<file path="src/rtl/cal_fifo_pkg.sv">
// Shared FIFO controller definitions: depth derivation, flag threshold defaults,
// the status flag bundle and small helpers.
package cal_fifo_pkg;

   localparam int unsigned DEF_ADDRWIDTH = 3;
   localparam int unsigned DEF_AFULL_TH  = 6;
   localparam int unsigned DEF_AEMPTY_TH = 2;

   typedef struct packed {
      logic full;
      logic empty;
      logic afull;
      logic aempty;
   } fifo_flags_t;

   localparam fifo_flags_t FLAGS_RESET = '{full: 1'b0, empty: 1'b1, afull: 1'b0, aempty: 1'b1};

   function automatic int unsigned fifo_depth(input int unsigned aw);
      return 32'(1) << aw;
   endfunction

   // Thresholds must fit the RAM and leave a gap between the two watermarks.
   function automatic bit fifo_params_ok(input int unsigned aw,
                                         input int unsigned afull_th,
                                         input int unsigned aempty_th);
      return (afull_th <= fifo_depth(aw)) && (aempty_th < afull_th);
   endfunction

   function automatic logic [31:0] bin_to_gray(input logic [31:0] bin);
      return bin ^ (bin >> 1);
   endfunction

endpackage

</file>
<file path="src/rtl/cal_fifo_gray_ptr.sv">
// Wrapping binary pointer with a registered Gray-coded copy that updates in the
// same cycle as the binary value.
module cal_fifo_gray_ptr
   import cal_fifo_pkg::*;
#(
   parameter int unsigned W = 4
) (
   input  logic         clk,
   input  logic         reset,
   input  logic         en_i,
   output logic [W-1:0] bin_o,
   output logic [W-1:0] gray_o
);

   logic [W-1:0] bin_q, bin_d;
   logic [W-1:0] gray_q, gray_d;

   always_comb begin
      bin_d = bin_q;
      if (en_i) begin
         bin_d = bin_q + W'(1);
      end
      gray_d = W'(bin_to_gray(32'(bin_d)));
   end

   always_ff @(posedge clk) begin
      if (reset) begin
         bin_q  <= '0;
         gray_q <= '0;
      end else begin
         bin_q  <= bin_d;
         gray_q <= gray_d;
      end
   end

   assign bin_o  = bin_q;
   assign gray_o = gray_q;

endmodule

</file>
<file path="src/rtl/cal_fifo_ctrl.sv">
// Single-clock FIFO controller for an external RAM with one-cycle read latency:
// accept/reject logic, occupancy, registered status flags and error pulses.
module cal_fifo_ctrl
   import cal_fifo_pkg::*;
#(
   parameter int unsigned ADDRWIDTH = DEF_ADDRWIDTH,
   parameter int unsigned AFULL_TH  = DEF_AFULL_TH,
   parameter int unsigned AEMPTY_TH = DEF_AEMPTY_TH
) (
   input  logic                 clk,
   input  logic                 reset,
   input  logic                 we,
   input  logic                 re,
   output logic                 mem_wen,
   output logic [ADDRWIDTH-1:0] mem_waddr,
   output logic                 mem_ren,
   output logic [ADDRWIDTH-1:0] mem_raddr,
   output logic                 rd_valid,
   output logic                 full,
   output logic                 empty,
   output logic                 afull,
   output logic                 aempty,
   output logic [ADDRWIDTH:0]   wrcnt,
   output logic [ADDRWIDTH:0]   wptr_gray,
   output logic [ADDRWIDTH:0]   rptr_gray,
   output logic                 overflow,
   output logic                 underflow
);

   localparam int unsigned DEPTH = fifo_depth(ADDRWIDTH);
   localparam int unsigned PW    = ADDRWIDTH + 1;

   if (!fifo_params_ok(ADDRWIDTH, AFULL_TH, AEMPTY_TH)) begin : g_bad_params
      $error("cal_fifo_ctrl: illegal thresholds AFULL_TH=%0d AEMPTY_TH=%0d DEPTH=%0d",
             AFULL_TH, AEMPTY_TH, DEPTH);
   end

   logic          wr_acc;
   logic          rd_acc;
   logic [PW-1:0] wbin;
   logic [PW-1:0] rbin;

   logic [PW-1:0] wrcnt_q,     wrcnt_d;
   fifo_flags_t   flags_q,     flags_d;
   logic          rd_valid_q,  rd_valid_d;
   logic          overflow_q,  overflow_d;
   logic          underflow_q, underflow_d;

   // Acceptance uses the flags registered at this edge; reset blocks all RAM traffic.
   assign wr_acc = we & ~flags_q.full  & ~reset;
   assign rd_acc = re & ~flags_q.empty & ~reset;

   cal_fifo_gray_ptr #(.W(PW)) u_wptr (
      .clk    (clk),
      .reset  (reset),
      .en_i   (wr_acc),
      .bin_o  (wbin),
      .gray_o (wptr_gray)
   );

   cal_fifo_gray_ptr #(.W(PW)) u_rptr (
      .clk    (clk),
      .reset  (reset),
      .en_i   (rd_acc),
      .bin_o  (rbin),
      .gray_o (rptr_gray)
   );

   // Pointer MSBs only distinguish laps; the RAM sees the low address bits.
   logic unused_ptr_msb;
   assign unused_ptr_msb = wbin[PW-1] ^ rbin[PW-1];

   always_comb begin
      wrcnt_d     = wrcnt_q;
      flags_d     = flags_q;
      rd_valid_d  = rd_acc;
      overflow_d  = we & flags_q.full;
      underflow_d = re & flags_q.empty;

      unique case ({wr_acc, rd_acc})
         2'b10:   wrcnt_d = wrcnt_q + PW'(1);
         2'b01:   wrcnt_d = wrcnt_q - PW'(1);
         default: wrcnt_d = wrcnt_q;
      endcase

      // Flags are derived from the next count so they land together with wrcnt.
      flags_d.full   = (wrcnt_d == PW'(DEPTH));
      flags_d.empty  = (wrcnt_d == '0);
      flags_d.afull  = (wrcnt_d >= PW'(AFULL_TH));
      flags_d.aempty = (wrcnt_d <= PW'(AEMPTY_TH));
   end

   always_ff @(posedge clk) begin
      if (reset) begin
         wrcnt_q     <= '0;
         flags_q     <= FLAGS_RESET;
         rd_valid_q  <= 1'b0;
         overflow_q  <= 1'b0;
         underflow_q <= 1'b0;
      end else begin
         wrcnt_q     <= wrcnt_d;
         flags_q     <= flags_d;
         rd_valid_q  <= rd_valid_d;
         overflow_q  <= overflow_d;
         underflow_q <= underflow_d;
      end
   end

   assign mem_wen   = wr_acc;
   assign mem_ren   = rd_acc;
   assign mem_waddr = wbin[ADDRWIDTH-1:0];
   assign mem_raddr = rbin[ADDRWIDTH-1:0];
   assign rd_valid  = rd_valid_q;
   assign full      = flags_q.full;
   assign empty     = flags_q.empty;
   assign afull     = flags_q.afull;
   assign aempty    = flags_q.aempty;
   assign wrcnt     = wrcnt_q;
   assign overflow  = overflow_q;
   assign underflow = underflow_q;

endmodule

</file>
<file path="config.mk">
export PLATFORM = sky130hd
export DESIGN_NAME = cal_fifo_ctrl
export DESIGN_NICKNAME = d
export VERILOG_FILES = /design/src/rtl/cal_fifo_pkg.sv /design/src/rtl/cal_fifo_gray_ptr.sv /design/src/rtl/cal_fifo_ctrl.sv
export SDC_FILE = /design/constraint.sdc
export NUM_CORES = 1
export LEC_CHECK = 0
export ABC_AREA = 1
export CORE_MARGIN = 2
export CORE_UTILIZATION = 46
export CTS_CLUSTER_DIAMETER = 40
export DETAILED_ROUTE_END_ITERATION = 10
export PLACE_DENSITY_LB_ADDON = 0.3
export SYNTH_ARGS = -nofsm -noshare
export SYNTH_HDL_FRONTEND = slang
export SYNTH_SLANG_ARGS = --single-unit
</file>
<file path="constraint.sdc">
create_clock -name clk -period 2.9 [get_ports clk]
set_input_delay 0.87 -clock clk [delete_from_list [all_inputs] [get_ports clk]]
set_output_delay 0.87 -clock clk [all_outputs]
set_load 0.005 [all_outputs]
</file>
==> summary.md <==
| Metric | Value |
|---|---|
| Outcome | completed |
| Nets@finish | 198 |
| Mapped Nets | 157 |
| Crit path arrival time | 1.94 ns |
| # setup viols final | 0 |
| Final period util | 97.0% |
| Crit-path cells | dlygate4sd2_1, inv_4, nand3_4, inv_2, clkdlybuf4s50_1 |
| Final setup margin | 0.0861 ns |
| Routed Antenna Nets | 0 |
| DRT Wirelength | 2320 um |
| Starting Density | 49.6% |
| CTS Buf Count | 3 |
| Max FO, Critical Path | 4 |
| IO buf count | 30 |
| Gpl congestion | 0.840 |
| Dpl hpwl | 1840 um |
| Synthesized area per cell | 7.58 um2 |
| CP Launch Type | input port |
| Row count | 17 |
| Mapped Cells | 149 |
| Final Skew | 0.00903 ns |
| DRT iter0 DRCs | 19 |
| Via density | 4.76 |
| Setup bufs post-CTS | 0 |
| Critical-path top delay cell | clkdlybuf4s50_1 |
| Initial antenna violation count | 0 |
| CTS Hold Buffers Added | 0 |
| Crit Path Class | input port to primary output |
| WP data required | 2.03 ns |
| Final Slew Violations | 0 |
| Vias in the first global route | 1,013 |
| Period minus WS final | 2.81 ns |
| Reg2reg setup slack | 0.92 ns |
| Clock-pin transition on the worst setup and hold timing paths | 0.15 ns |
| Hold/Removal Path Class | flip-flop to flip-flop |
| Seq/Total Area, Yosys | 44.3% |
| Total number of vias | 1,032 |
| First-pass GRT wire length | 3910 um |
| Max Fclk | 355 MHz |
| DP Cell Count | 213 |
| I/O pins | 31 |
| Max-Cap Viols | 0 |
| Area delta synth->final | 36.0% |
| Setup TNS Final | 0 ns |
| CP peak stage delay | 0.50 ns |
| DP Worst Slack | -0.169 ns |
| Core area | 0.00228 mm2 |
| Synthesis-stage register bit count | 25 |
| N_diodes | 0 |
| Remaining Overflow, GRT | 0 |
| Final Hold Slack | 0.484 ns |
| Layout cells sized above 1 | 10.6% |
| DRC errors left | 0 |
| Worst Tran Pin Value | 0.327 ns |
| Die area | 0.00287 mm2 |
| Synth warn | 0 |
| CTS tree | built |
| Largest net degree at the start of global routing | 16 |
| Unique cell type count in the Yosys netlist | 23 |
| TritonRoute pass-1 iters | 4 |
| GR Util All Layers | 18.2% |
| CP endpoint kind | primary output |
| Root Buffer Master | clkbuf_4 |
| # clock sinks | 25 |
| VDD IR max | 0.436 mV |
| Clock Latency Late Sink | 0.33 ns |
| Leakage power | 0.764 nW |
| Pwr/cell area | 577 mW/mm2 |
| Unrepaired setup endpoints after global routing | no |
| CTS H-tree depth | 1 |
| Synth Cell Area | 0.00113 mm2 |
| Die height | 53.6 um |
| Slew headroom | 78.1% |
| Detailed-route wire length per cell | 10.7 um |
| Longest Clk Path Bufs | 2 |
| Hold Violations, Final | 0 |
| Chip width | 53.6 um |
| Layout Cells excl Fill | 217 |
-- Yosys cell counts --
| master | n | area [um2] |
|---|---|---|
| nand3_2 | 1 | 10.0 |
| nor2_2 | 1 | 6.26 |
| inv_4 | 1 | 6.26 |
| ha_1 | 4 | 50.1 |
| nand2_2 | 1 | 6.26 |
| o21ai_0 | 3 | 15.0 |
| xnor2_1 | 4 | 35.0 |
| nand2_1 | 42 | 158 |
| dfxtp_1 | 25 | 500 |
| nor2_1 | 19 | 71.3 |
| nor3_1 | 1 | 5.00 |
| nand4_1 | 3 | 18.8 |
| buf_6 | 1 | 11.3 |
| xor2_1 | 4 | 35.0 |
| nand3_1 | 8 | 40.0 |
| nand4_2 | 1 | 12.5 |
| inv_2 | 1 | 3.75 |
| o21a_1 | 1 | 7.51 |
| nand3_4 | 1 | 17.5 |
| nor3_4 | 1 | 16.3 |
| a21oi_1 | 5 | 25.0 |
| clkbuf_1 | 1 | 3.75 |
| inv_1 | 20 | 75.1 |
-- registers in the layout (all words and copies together) (netlist names), 3 cells and up --
name           cells
wrcnt              4
u_rptr.gray_o      4
u_wptr.gray_o      4
u_wptr.bin_o       3
u_rptr.bin_o       3
-- critical path: cells and delay by family --
kind                   cells  cell delay, ns
and+or+nand+nor            1            0.06
buffers and inverters      4            1.01
-- path summary, 6_finish.rpt --
path | startpoint | end | cells past startpoint
worst min register to register | full$_SDFF_PP0_ | overflow$_SDFF_PP0_ | 2
worst max register to register | empty$_SDFF_PP1_ | empty$_SDFF_PP1_ | 13
worst max-delay path | reset | mem_wen | 5
worst min-delay path | full$_SDFF_PP0_ | overflow$_SDFF_PP0_ | 2
-- kinds of logic after synthesis --
group	Yosys count	synth area share [%]
AO/OA/AOI/OAI	9	4.21
AND/OR/NAND/NOR	79	32.0
flip-flops	25	44.3
adder cells (fa/ha/maj)	4	4.43
buffers and inverters	24	8.86
XOR/XNOR	8	6.20
-- per-stage QoR --
step           power (mW)  instance area (um2)  util, %
2_1_floorplan       0.587                 1130        -
3_3_place_gp        0.725                 1510     66.4
3_5_place_dp        0.733                 1510     66.4
4_1_cts             0.891                 1540     67.5
5_1_grt             0.942                 1540     67.5
6_report            0.886                 1540     67.5
-- report_power, final --
group | switching (mW) | total, mW | internal (mW)
sequential | 0.0380 | 0.427 | 0.389
clock | 0.111 | 0.163 | 0.0528
combinational | 0.140 | 0.295 | 0.156
-- per-layer routing --
| metal | GRT usage, % | vias to the layer above | share of wire [%] | routed length (um) |
|---|---|---|---|---|
| li1 | - | 542 | - | - |
| met1 | 21.1 | 451 | 45 | 1050 |
| met2 | 34.6 | 35 | 48 | 1120 |
| met3 | 1.67 | 4 | 5.3 | 122 |
| met4 | 6.41 | 0 | 1.2 | 28 |
| met5 | 0 | - | 0 | 0 |
-- repair_timing --
action,in CTS,in global routing
gates resized for setup,3,0
endpoints found under the hold margin,0,0
endpoints found under the setup margin,2,0
-- cell type report --
cell class / instances / area, um2
Tap cell: 28 / 35.0
Clock buffer: 3 / 22.5
Multi-Input combinational cell: 100 / 529
Timing Repair Buffer: 38 / 357
Fill cell: 211 / 739
Clock inverter: 1 / 7.51
Sequential cell: 25 / 500
Inverter: 22 / 85.1
-- layout by cell type (no fill, tap or decap), drive strengths merged --
master	instances
a21oi	5
buf	8
clkbuf	3
clkdlybuf4s50	27
clkinvlp	1
dfxtp	25
dlygate4sd2	3
ha	4
inv	22
nand2	43
nand3	10
nand4	4
nor2	20
nor3	2
o21a	1
o21ai	3
xnor2	4
xor2	4
Note: power is estimated with default switching activity, not from simulation.
